==> config.mk <==
export PLATFORM = sky130hd
export DESIGN_NAME = branch_predictor_flat
export DESIGN_NICKNAME = d
export VERILOG_FILES = /design/src/rtl/branch_predictor_if.sv /design/src/rtl/branch_predictor.sv /design/src/flat_wrapper.sv
export SDC_FILE = /design/constraint.sdc
export NUM_CORES = 1
export LEC_CHECK = 0
export ABC_AREA = 1
export BUFFER_PORTS_ARGS = -buffer_cell sky130_fd_sc_hd__buf_2
export CORE_AREA = 2 2 123 149
export CTS_CLUSTER_DIAMETER = 50
export DETAILED_ROUTE_END_ITERATION = 6
export DIE_AREA = 0 0 125 151
export PLACE_DENSITY = 0.78
export SLEW_MARGIN = 15
export SYNTH_ARGS = -nofsm -noshare
export SYNTH_HDL_FRONTEND = slang
export SYNTH_SLANG_ARGS = --single-unit
export TNS_END_PERCENT = 30
==> constraint.sdc <==
create_clock -name clk -period 7.65 [get_ports clk]
set_input_delay 1.53 -clock clk [delete_from_list [all_inputs] [get_ports clk]]
set_output_delay 1.53 -clock clk [all_outputs]
set_load 0.1 [all_outputs]
==> src/rtl/branch_predictor_if.sv <==
// Pipeline-facing signals of the branch direction predictor: ID query, EX resolve, perf counters.
// The pipeline (master) drives the stage controls and outcome; the predictor (slave) answers.
interface branch_predictor_if;
  logic        branchD;
  logic [31:0] pcD;
  logic        pred_takenD;
  logic        stallE;
  logic        flushE;
  logic        actual_takenE;
  logic        pred_takenE;
  logic        mispredictE;
  logic [31:0] branch_cnt;
  logic [31:0] mispred_cnt;

  modport master (
    output branchD, pcD, stallE, flushE, actual_takenE,
    input  pred_takenD, pred_takenE, mispredictE, branch_cnt, mispred_cnt
  );

  modport slave (
    input  branchD, pcD, stallE, flushE, actual_takenE,
    output pred_takenD, pred_takenE, mispredictE, branch_cnt, mispred_cnt
  );
endinterface

==> src/rtl/branch_predictor.sv <==
// 2-bit saturating-counter BHT: combinational ID prediction, one-cycle D->E carry, update as the branch leaves EX.
// No backpressure of its own; stallE holds the carried prediction and defers the table update.
module branch_predictor #(
  parameter int         IDX_W      = 6,
  parameter logic [1:0] INIT_STATE = 2'b01
) (
  input logic               clk,
  input logic               rst,
  branch_predictor_if.slave bp
);
  localparam int DEPTH = 1 << IDX_W;

  logic [1:0]       bht_q [DEPTH];
  logic [1:0]       bht_d [DEPTH];
  logic             valid_e_q, valid_e_d;
  logic [IDX_W-1:0] idx_e_q, idx_e_d;
  logic             pred_e_q, pred_e_d;
  logic [31:0]      branch_cnt_q, branch_cnt_d;
  logic [31:0]      mispred_cnt_q, mispred_cnt_d;
  logic [IDX_W-1:0] idx_d;
  logic             upd;
  logic             unused_pc;

  // Word-aligned PC; upper bits alias onto the same entry by design.
  assign idx_d     = bp.pcD[IDX_W+1:2];
  assign unused_pc = ^{bp.pcD[31:IDX_W+2], bp.pcD[1:0]};

  assign bp.pred_takenD = bp.branchD & bht_q[idx_d][1];
  assign bp.pred_takenE = pred_e_q & valid_e_q;
  assign bp.mispredictE = valid_e_q & (pred_e_q ^ bp.actual_takenE);
  assign bp.branch_cnt  = branch_cnt_q;
  assign bp.mispred_cnt = mispred_cnt_q;

  // A stalled branch is still in EX next cycle, so it trains exactly once on its way out.
  assign upd = valid_e_q & ~bp.stallE;

  always_comb begin
    valid_e_d = valid_e_q;
    idx_e_d   = idx_e_q;
    pred_e_d  = pred_e_q;
    if (bp.flushE) begin
      valid_e_d = 1'b0;
      idx_e_d   = '0;
      pred_e_d  = 1'b0;
    end else if (!bp.stallE) begin
      valid_e_d = bp.branchD;
      idx_e_d   = idx_d;
      pred_e_d  = bp.pred_takenD;
    end
  end

  always_comb begin
    bht_d = bht_q;
    if (upd) begin
      if (bp.actual_takenE) begin
        if (bht_q[idx_e_q] != 2'b11) bht_d[idx_e_q] = bht_q[idx_e_q] + 2'b01;
      end else begin
        if (bht_q[idx_e_q] != 2'b00) bht_d[idx_e_q] = bht_q[idx_e_q] - 2'b01;
      end
    end
  end

  always_comb begin
    branch_cnt_d  = branch_cnt_q + 32'(upd);
    mispred_cnt_d = mispred_cnt_q + 32'(upd & bp.mispredictE);
  end

  always_ff @(posedge clk) begin
    if (rst) begin
      for (int i = 0; i < DEPTH; i++) bht_q[i] <= INIT_STATE;
      valid_e_q     <= 1'b0;
      idx_e_q       <= '0;
      pred_e_q      <= 1'b0;
      branch_cnt_q  <= '0;
      mispred_cnt_q <= '0;
    end else begin
      bht_q         <= bht_d;
      valid_e_q     <= valid_e_d;
      idx_e_q       <= idx_e_d;
      pred_e_q      <= pred_e_d;
      branch_cnt_q  <= branch_cnt_d;
      mispred_cnt_q <= mispred_cnt_d;
    end
  end
endmodule

==> src/flat_wrapper.sv <==
// flat-port wrapper written by rule: the top's interface ports become plain ports
module branch_predictor_flat 
#(
  parameter int         IDX_W      = 6,
  parameter logic [1:0] INIT_STATE = 2'b01
)
  (clk, rst, bp_branchD, bp_pcD, bp_stallE, bp_flushE, bp_actual_takenE, bp_pred_takenD, bp_pred_takenE, bp_mispredictE, bp_branch_cnt, bp_mispred_cnt);
  branch_predictor_if bp_i ();
  input logic clk;
  input logic rst;
  input wire logic [$bits(bp_i.branchD)-1:0] bp_branchD;
  input wire logic [$bits(bp_i.pcD)-1:0] bp_pcD;
  input wire logic [$bits(bp_i.stallE)-1:0] bp_stallE;
  input wire logic [$bits(bp_i.flushE)-1:0] bp_flushE;
  input wire logic [$bits(bp_i.actual_takenE)-1:0] bp_actual_takenE;
  output wire logic [$bits(bp_i.pred_takenD)-1:0] bp_pred_takenD;
  output wire logic [$bits(bp_i.pred_takenE)-1:0] bp_pred_takenE;
  output wire logic [$bits(bp_i.mispredictE)-1:0] bp_mispredictE;
  output wire logic [$bits(bp_i.branch_cnt)-1:0] bp_branch_cnt;
  output wire logic [$bits(bp_i.mispred_cnt)-1:0] bp_mispred_cnt;
  assign bp_i.branchD = bp_branchD;
  assign bp_i.pcD = bp_pcD;
  assign bp_i.stallE = bp_stallE;
  assign bp_i.flushE = bp_flushE;
  assign bp_i.actual_takenE = bp_actual_takenE;
  assign bp_pred_takenD = bp_i.pred_takenD;
  assign bp_pred_takenE = bp_i.pred_takenE;
  assign bp_mispredictE = bp_i.mispredictE;
  assign bp_branch_cnt = bp_i.branch_cnt;
  assign bp_mispred_cnt = bp_i.mispred_cnt;
  branch_predictor #(.IDX_W(IDX_W), .INIT_STATE(INIT_STATE)) u_core (.clk(clk), .rst(rst), .bp(bp_i));
endmodule
==> metrics.txt <==
outcome finished clean; TritonRoute pass-1 iters 6; CTS hold repair buffers 0; fmax 180 MHz; Top delay family on crit path buffers and inverters; Final min period 5570 ps; routed len/inst 15.7 um; post-synth cell types 40; drt via density 5.76; Synth Register Bits 200; slowest CP cell inv_1; Compound-Gate Fraction of Synth Area 0.150; setup repair bufs after CTS 0; VDD IR-drop max 0.164 mV; DRC errors left 0; worst path cell trace buf_2 -> inv_1 -> nand2_1 -> nand3_1 -> nand3_1 -> nand2_1 -> nand2_1 -> nand3_1 -> nand3_1 -> nand2_1 -> nand2_1 -> inv_1 -> buf_2; pwr dens 194 nW/um2; max-slew violations 0; Synth area leaders dfxtp_1 (39%), nand2_1 (11%), nor2_1 (8.4%), a21oi_1 (7.0%), nand3_1 (5.9%); Slew @ Worst Pin 1040 ps; Total GRT Usage 0.294; share of cells above drive strength 1 0.114; CP max FO 33; Root Driver clkbuf_16; Horiz. Die Dim 125 um; clk slew on worst S/H paths 80 ps; commonest non-fill, non-tap cells in the layout nand2_1 (300), nor2_1 (230), dfxtp_1 (200); Post-synth EDFFs 0; MaxCap Viol Count 0; Layout area overhead 8.50%; largest net degree at the start of global routing 100; via count 10200; Min-Delay Path Class flip-flop to flip-flop; XOR/XNOR Fraction of Synth Area 0.00934; GRT Residual Overflow 0; Crit Path Class primary input to primary output; Async S/R FF share, synth 0; Mapped Avg Cell Area 6.82 um2; largest area contributor in the netlist dfxtp_1; Initial Utilization 0.594; Netlist Area Pre-Place 10300 um2; synthesized net count 1557; first-pass GRT wire length 45400 um; setup tns final 0 ps; clk_skew 9.98 ps; antenna viol nets, final 0; RSZ-0062 raised after global routing no; Mapped Cells 1512; final setup vio count 0; CTS HTree Levels 4; largest family of logic cells by synthesized area simple AND/OR/NAND/NOR gates; mux contribution to synthesized area 0.000970; WP data required 6120 ps; CTS Sinks 200; WL final 27900 um; Crit. End Element primary output; core area 17400 um2; 1st-iter DRT viols 1076; TritonCTS clock tree built; clk_lat worst skew 440 ps; hpwl dp 17100 um; std cell rows 53; synth warn 0; Final Hold Viols 0; sequential area share after synthesis 0.388; Worst Slack Setup Final 2080 ps; Yosys top cell area share 0.388; WP data arrival 4040 ps; CP most frequent cell nand2_1; Util after Layout 0.644; Ports 105; vias in the first global route 9420; PortBufs 78; Die Y 151 um; DIE AREA 18900 um2; post-placement setup slack 2180 ps; Final nets 1589; antenna cells 0; simple logic cell fraction of the synthesized area 0.341; Critical path buffers and inverters 4; Adder-Cell Fraction of Synth Area 0.00849; most common cell after layout, fill and taps aside nand2_1; slowest stage delay, CP 820 ps; P_leak 4.55 nW; startpoint types primary input; initial antenna violation count 0; CTS buffer count 17; max_slew headroom 0.305; Placer Congestion 0.966; CTS max path bufs 2; Top FF cell, synth dfxtp_1; Resized Gates After CTS 0; Final Cycle Share 0.728
==> power by group <==
part           leakage (nW)  internal (W)  total, W  switching (W)
Combinational          2.65     0.0000326  0.000185       0.000153
Sequential             1.61       0.00104   0.00105     0.00000505
Clock                 0.293      0.000497  0.000935       0.000438
==> cell families after synthesis <==
kind of cell	Yosys count
AOI/OAI and AO/OA	296
xor gates and xnor gates	11
adders and majority gates	7
buffers and inverters	224
DFF	200
muxes	1
and+or+nand+nor	773
==> Yosys cell counts, types with 4 or more instances <==
master     number
a21oi_1       144
xnor2_1         4
dfxtp_1       200
nor3_1         34
inv_2           4
inv_1         147
nor4_1          5
buf_12          4
ha_1            7
o21ai_0       117
buf_4           4
o2111ai_1       4
clkbuf_1       36
buf_6          13
nor2_1        230
nand3_2        46
xor2_1          7
nand4_1        21
o22ai_1        15
a22oi_1         9
nand3_1       121
buf_2           8
nand2_1       300
==> final timing paths <==
check | slack (ps) | startpoint | end | cells past startpoint
max | 2080 | bp_pcD[2] | bp_pred_takenD | 13
min | 470 | u_core.bp.mispred_cnt[31] | u_core.bp.mispred_cnt[31] | 1
max reg2reg | 2490 | u_core.idx_e_q[0] | u_core.bht_q[41] | 17
min reg2reg | 470 | u_core.bp.mispred_cnt[31] | u_core.bp.mispred_cnt[31] | 1
==> area by class of cell <==
cell class	instances	area (um2)
sequential	200	4000
timing repair buffer	83	430
tap	220	275
multi-input combinational	1088	5290
fill	1612	6180
clock buffer	17	425
clock inverter	15	189
inverter	154	584
==> layer usage <==
layer | wire [um] | track usage
met1 | 11700 | 0.371
met2 | 12800 | 0.490
met4 | 1060 | 0.144
met3 | 2370 | 0.0530
met5 | 0 | 0
==> through the flow <==
step                      cell area [um2]  total power [W]  hold slack (ps)  instances
after floorplan                     10300          0.00122              440       1512
after global placement              10600          0.00125              440       1745
after detailed placement            10600          0.00125              451       1745
after CTS                           11200          0.00218              463       1777
after global routing                11200          0.00223              483       1777
final                               11200          0.00217              467       1777
Note: power is estimated with default switching activity, not from simulation.
